==> config.mk <==
export PLATFORM = sky130hd
export DESIGN_NAME = mips_cpu_instr_memory
export DESIGN_NICKNAME = d
export VERILOG_FILES = /design/src/rtl/mips_cpu_instr_memory.sv
export SDC_FILE = /design/constraint.sdc
export NUM_CORES = 2
export LEC_CHECK = 0
export BUFFER_PORTS_ARGS = -buffer_cell sky130_fd_sc_hd__buf_2
export CAP_MARGIN = 20
export CORE_ASPECT_RATIO = 2
export CORE_MARGIN = 5
export CORE_UTILIZATION = 50
export DETAILED_ROUTE_END_ITERATION = 12
export PLACE_DENSITY = 0.7
export SYNTH_ARGS = -nofsm -noshare
export SYNTH_HDL_FRONTEND = slang
export SYNTH_SLANG_ARGS = --single-unit
==> constraint.sdc <==
create_clock -name clk -period 7.7 [get_ports clk]
set_input_delay 0.77 -clock clk [delete_from_list [all_inputs] [get_ports clk]]
set_output_delay 0.77 -clock clk [all_outputs]
set_load 0.05 [all_outputs]
==> src/rtl/mips_cpu_instr_memory.sv <==
// mips_cpu_instr_memory: loadable instruction store for a MIPS CPU.
// A streaming loader fills words from index 0. The block then serves
// single-cycle combinational fetches relative to BASE_ADDR.
// Optional macro INSTR_MEM_BYTESWAP_EN: byte-reverses fetched words for a
// CPU whose fetch port expects reversed byte order.
module mips_cpu_instr_memory #(
    parameter int          DEPTH_WORDS = 64,
    parameter logic [31:0] BASE_ADDR   = 32'hBFC00000
) (
    input  logic        clk,
    input  logic        reset,
    input  logic        clk_enable,
    input  logic        load_valid,
    input  logic [31:0] load_data,
    input  logic        load_last,
    output logic        load_ready,
    output logic        load_done,
    input  logic [31:0] instr_address,
    output logic [31:0] instr_readdata,
    output logic        fetch_error
);

    localparam int IDX_W = (DEPTH_WORDS > 1) ? $clog2(DEPTH_WORDS) : 1;
    localparam int CNT_W = $clog2(DEPTH_WORDS + 1);

    typedef enum logic [1:0] {
        ST_EMPTY   = 2'd0,
        ST_LOADING = 2'd1,
        ST_READY   = 2'd2
    } state_t;

    state_t             state_r;
    state_t             state_next_s;
    logic [CNT_W-1:0]   wr_ptr_r;
    logic               fetch_error_r;
    logic [31:0]        mem [DEPTH_WORDS];

    logic               transfer_s;
    logic               last_slot_s;
    logic [31:0]        offset_s;
    logic               in_range_s;
    logic [IDX_W-1:0]   rd_idx_s;
    logic [31:0]        read_word_s;

    // Presents a stored word in the byte order the CPU fetch port expects.
    function automatic logic [31:0] fetch_view(input logic [31:0] w);
`ifdef INSTR_MEM_BYTESWAP_EN
        return {w[7:0], w[15:8], w[23:16], w[31:24]};
`else
        return w;
`endif
    endfunction

    // The pointer only ever reaches DEPTH_WORDS, so it doubles as word_count.
    assign load_ready  = (state_r != ST_READY);
    assign load_done   = (state_r == ST_READY);
    assign fetch_error = fetch_error_r;
    assign transfer_s  = load_valid & load_ready & clk_enable;
    assign last_slot_s = (wr_ptr_r == CNT_W'(DEPTH_WORDS - 1));

    // Next-state logic: a final-word or last-slot transfer moves to READY once.
    always_comb begin
        state_next_s = state_r;
        if (transfer_s) begin
            if (load_last || last_slot_s) begin
                state_next_s = ST_READY;
            end else begin
                state_next_s = ST_LOADING;
            end
        end else begin
            state_next_s = state_r;
        end
    end

    // State and write pointer; reset aborts any load in progress.
    always_ff @(posedge clk or negedge reset) begin
        if (!reset) begin
            state_r  <= ST_EMPTY;
            wr_ptr_r <= {CNT_W{1'b0}};
        end else begin
            state_r <= state_next_s;
            if (transfer_s) begin
                wr_ptr_r <= wr_ptr_r + CNT_W'(1);
            end
        end
    end

    // Program storage; contents deliberately survive reset.
    always_ff @(posedge clk) begin
        if (transfer_s) begin
            mem[wr_ptr_r[IDX_W-1:0]] <= load_data;
        end
    end

    // Address decode: aligned, at/above base, and below the loaded word count.
    always_comb begin
        offset_s   = instr_address - BASE_ADDR;
        rd_idx_s   = offset_s[IDX_W+1:2];
        in_range_s = 1'b0;
        if ((instr_address[1:0] == 2'b00) && (instr_address >= BASE_ADDR) &&
            ((offset_s >> 2) < 32'(wr_ptr_r))) begin
            in_range_s = 1'b1;
        end else begin
            in_range_s = 1'b0;
        end
    end

    assign read_word_s = mem[rd_idx_s];

    // Fetch data path: NOP unless loaded and in range.
    always_comb begin
        instr_readdata = 32'h00000000;
        if ((state_r == ST_READY) && in_range_s) begin
            instr_readdata = fetch_view(read_word_s);
        end else begin
            instr_readdata = 32'h00000000;
        end
    end

    // Sticky illegal-fetch flag; address 0 is the halt address and is legal.
    always_ff @(posedge clk or negedge reset) begin
        if (!reset) begin
            fetch_error_r <= 1'b0;
        end else if (clk_enable && (state_r == ST_READY) &&
                     (instr_address != 32'h00000000) && !in_range_s) begin
            fetch_error_r <= 1'b1;
        end
    end

endmodule

After elaboration in Yosys (flattened, before gate mapping)

Memories as Yosys holds them, arrays and structs flattened.
Cells that the tools add are included.

Register bits: 10
Latch bits: 0
RAM bits: 2048
Memory bits (read-only): 0
Bits of input ports: 69
Output and inout port bits: 35
Logic and storage cells: 28
Memories kept: 1

$add $sub $neg: 2
Multiply operators: 0
Divide/modulo/power cells: 0
Order comparisons: 2
Equal/unequal tests: 3
Shift operators: 0
Multiplexer cells: 5
Bitwise gates (word level): 2
Reductions and logical operators: 10

Memories:

| memory | words | bits a word | read ports | clocked after memory_dff | wr ports | RTL line | source |
|---|---|---|---|---|---|---|---|
| mem    | 64    | 32          | 1          | 0                        | 1        | 36       | `logic [31:0] mem [DEPTH_WORDS];` |

Operator list:

| kind                                          | count |
|---|---|
| >= comparator 32 bit, second input constant   | 1 |
| 2-to-1 mux 32 bit                             | 1 |
| nonzero test 32 bit                           | 1 |
| subtractor 32 bit, second input constant      | 1 |
| less-than comparator 30 x 7 -> 1 bit          | 1 |
| adder 7 x 1 -> 7 bit, second input constant   | 1 |
| == test 7 x 6 -> 1 bit, second input constant | 1 |
| logical AND 1 bit                             | 6 |
| 2-to-1 mux 1 bit                              | 3 |
| AND 1 bit                                     | 2 |
| == test 2 bit, second input constant          | 1 |
| logical NOT 2 bit                             | 1 |
| 2-to-1 mux 2 bit                              | 1 |
| inequality test 2 bit, second input constant  | 1 |
| logical NOT 1 bit                             | 1 |
| logical OR 1 bit                              | 1 |

Depth between registers and ports, before layout

Depth after elaboration: 6
Gate-level depth with buffers: 10
Depth with buffers taken out: 7

Worst setup path before layout

Ideal clock, no wire load.

Path kind: input port to output port
From: input instr_address[7]
To: output instr_readdata[30]
Data arrival time: 3515 ps
Slack: 3415 ps
Stages on the path: 6
Path buffers: 1
Cell sequence: ha_1 > a21o_1 > a2111oi_0 > o2111ai_1 > clkbuf_1 > a311oi_1

Longest elaborated chain between the ends: 6

Ends and longest elaborated chain:

| element                                                                          | RTL line | source |
|---|---|---|
| start, declared                                                                  | 18       | `input logic [31:0] instr_address,` |
| subtractor 32 bit / >= comparator 32 bit (equally long branches)                 | 97, 100  |  |
| less-than comparator 30 x 7 -> 1 bit / logical AND 1 bit (equally long branches) | 101, 100 |  |
| logical AND 1 bit                                                                | 100      | `if ((instr_address[1:0] == 2'b00) && (instr_address >= BASE_ADDR) &&` |
| 2-to-1 mux 1 bit                                                                 | 100      |  |
| logical AND 1 bit                                                                | 113      | `if ((state_r == ST_READY) && in_range_s) begin` |
| 2-to-1 mux 32 bit (*)                                                            | 113      |  |
| end, declared                                                                    | 19       | `output logic [31:0] instr_readdata,` |

Mark *: on every way between the ends. The rest lies on a longest branch, timed or not.

Worst setup path in the final report

From: input instr_address[7]
To: output instr_readdata[1]

The elaborated chain is that of the path after synthesis.

==> results.tsv <==
metric	value	unit
outcome	complete, no violations	
final-report setup violation count	0	
nets	3815	
R2R Path End	mem[11][4]	
post-synth cell types	45	
worst-path maximum fanout	35	
crit path DAT	5360	ps
largest net degree at the start of global routing	92	
Post-Syn Area	79130	um2
Setup CP Type	input pin to primary output	
drt drc	0	
Post-synth EDFFs	2048	
r2r startpoint	state_r[1]	
Area Overhead vs Synth	11.78	%
maximum clock frequency	163.1	MHz
DRT met1 WL	69260	um
Top Ports	104	
initial core utilization	0.5025	
largest family of logic cells by synthesized area	multiplexers	
Worst Setup EP	instr_readdata[1]	
CTS tree	built	
CP max-delay cell	nor2_4	
layout cells sized above 1	0.2553	
Worst setup EP type	primary output	
pwr/cell area	244.4	nW/um2
routed vias/inst	6.396	
WL final	195000	um
post-DP HPWL	107500	um
die area	166800	um2
adder-cell area share of the yosys netlist	0.001107	
top-area cell type share of the netlist area	0.7772	
routed len/inst	32.83	um
First-pass DRT Iterations	6	
Post-Place Cells	5622	
Max-cap violations	0	
RSZ-0062 raised after global routing	false	
Top Metal Used	met5	
synth warn	0	
internal reg-to-reg setup slack	4010	ps
first-pass GRT wire length	279400	um
Die Span Y	572.6	um
Static Leak	27.92	nW
number of global-route vias before repair	38959	
clk slew on worst S/H paths	70	ps
wire length on met3	13360	um
post-synth top area cell	edfxtp_1	
Synth Area in XOR/XNOR	0.0006641	
CP startpoint	instr_address[7]	
Worst Skew	32.31	ps
routed wl met2	105300	um
startpoint types	input pin	
CP cell instances	buf_2 > buf_4 > ha_1 > a21o_1 > a2111oi_0 > o2111ai_4 > buf_16 > buf_16 > nor2_4 > a221o_1 > buf_2	
RePlAce Congestion	0.7881	
DR iter-0 viols	4478	
non-filler cells, final	5941	
Fin. Hold Viols	0	
CORE AREA	157500	um2
ANT nets after route	0	
CTS H-tree depth	4	
ys flop type	edfxtp_1	
Rel. slew slack	0.2225	
Row Count	206	
Root Driver	clkbuf_16	
Post-Syn Area per Cell	22.39	um2
PortBufs	103	
multiplexer area fraction after synthesis	0.1642	
clock sink count	2058	
transition time of the tightest slew-check pin	1166	ps
synth top area cells	edfxtp_1, mux4_2, mux2i_1, a221oi_1, a221o_1	
worst reg2reg path depth	6	
Mapped Nets	3611	
Critical Path RT	6930	ps
CTS buffer count	173	
Worst-Skew Late Latency	800	ps
Synth Register Bits	2058	
initial antenna violation count	10	
routed vias	37997	
area share of and/or/nand/nor cells after synthesis	0.01224	
fin area	88450	um2
die width	291.3	um
final setup TNS	0	ps
min Tclk post-route	6130	ps
Async S/R FF share, synth	0.004859	
crit share post-route	0.7961	
cells after synthesis	3535	
Hold Crit Class	input pin to flip-flop	
GRT overflow	0	
sequential area share after synthesis	0.7803	
Cell Area, Placed	82820	um2
Worst VDD drop	0.1733	mV
Resized Gates After CTS	0	
post-synthesis compound-gate area fraction	0.02870	
CTS Buffer Depth	4	
GRT Total Usage	0.2312	
Max stage delay on crit path	830	ps
Max Transition Viols Final	0	
## kinds of logic after synthesis
kind of cell,Yosys count
XOR/XNOR,6
flip-flops,2058
buffers and inverters,216
multiplexers,734
AND/OR/NAND/NOR,216
adder cells (fa/ha/maj),7
AO/OA/AOI/OAI,298
## cells in the mapped netlist (all sizes together), types with 2 or more instances
cell type	number
a221o	62
nor2b	4
dfrtp	10
a21oi	31
o21bai	2
xnor2	5
nand2	45
buf	87
nand2b	2
nor2	73
o211ai	2
and2	2
edfxtp	2048
a221oi	93
clkbuf	116
mux4	451
ha	7
o21ai	66
nand4	5
nor4	8
inv	13
a22oi	31
o2111ai	2
nand3	10
nor3	64
mux2i	282
## per-stage QoR
step | util | hold WS, ps | worst slack (ps) | power, W
after detailed placement | 0.5259 | 466.4 | 1546 | 0.01352
after global routing | 0.5616 | 214.5 | 1421 | 0.02221
after global placement | 0.5255 | 465.9 | 1096 | 0.01350
after CTS | 0.5589 | 160.4 | 1550 | 0.02171
final | 0.5617 | 204.8 | 1570 | 0.02162
after floorplan | - | 457.4 | 3415 | 0.01311
## cells in the final DEF (no fill, tap or decap), types with 31 or more instances in the layout
| master | count |
|---|---|
| a21oi_1 | 31 |
| nand2_1 | 45 |
| nor2_4 | 66 |
| buf_4 | 96 |
| buf_2 | 99 |
| nor3_1 | 63 |
| clkinv_2 | 33 |
| edfxtp_1 | 2048 |
| mux2i_1 | 282 |
| mux4_2 | 451 |
| a221oi_1 | 93 |
| a221o_1 | 62 |
| clkbuf_16 | 176 |
| a22oi_1 | 31 |
| clkinv_1 | 35 |
| o21ai_0 | 66 |
## repair_timing
action,CTS,global route
buffers inserted,0,0
hold buffers,1,0
hold endpoints to repair,10,0
## worst max-delay path, delay by kind of cell
kind | cells | cell delay, ps
buf+inv | 5 | 1360
simple gates | 1 | 830
compound gates | 4 | 1930
fa+ha+maj | 1 | 360
## registers in the layout, indices dropped and copies added, names as in the netlist
signal,count
fetch_error,1
mem,2048
state_r,2
wr_ptr_r,7
## layout make-up
class,count,area (um2)
antenna,6,15.01
clock buffer,205,4523
clock inverter,86,669.4
fill,11292,69030
inverter,13,56.30
multi-input combinational,1261,16910
sequential,2058,61750
tap,2080,2603
timing repair buffer,232,1933
## per-layer routing
metal	vias to the layer above	global-route usage
li1	15476	-
met1	20340	0.2894
met2	1783	0.4190
met3	392	0.03004
met4	6	0.07920
met5	-	0
## power breakdown
part                      switching [W]  total [W]  internal [W]
clock network                   0.00381    0.00833       0.00452
logic                          0.000607   0.000984      0.000377
registers      0.0000000000000000000119     0.0123        0.0123
total                           0.00442     0.0216        0.0172
## how the worst min path moves through the flow
| stage | startpoint | endpoint | slack, ps | depth (start not counted) |
|---|---|---|---|---|
| after floorplan | state_r[0] | state_r[0] | 460 | 2 |
| after global placement | fetch_error | fetch_error | 470 | 1 |
| after detailed placement | fetch_error | fetch_error | 470 | 1 |
| after CTS | clk_enable | fetch_error | 160 | 3 |
| after global routing | clk_enable | fetch_error | 210 | 3 |
| final | clk_enable | fetch_error | 200 | 3 |
Power figures use the tool's default switching activity.
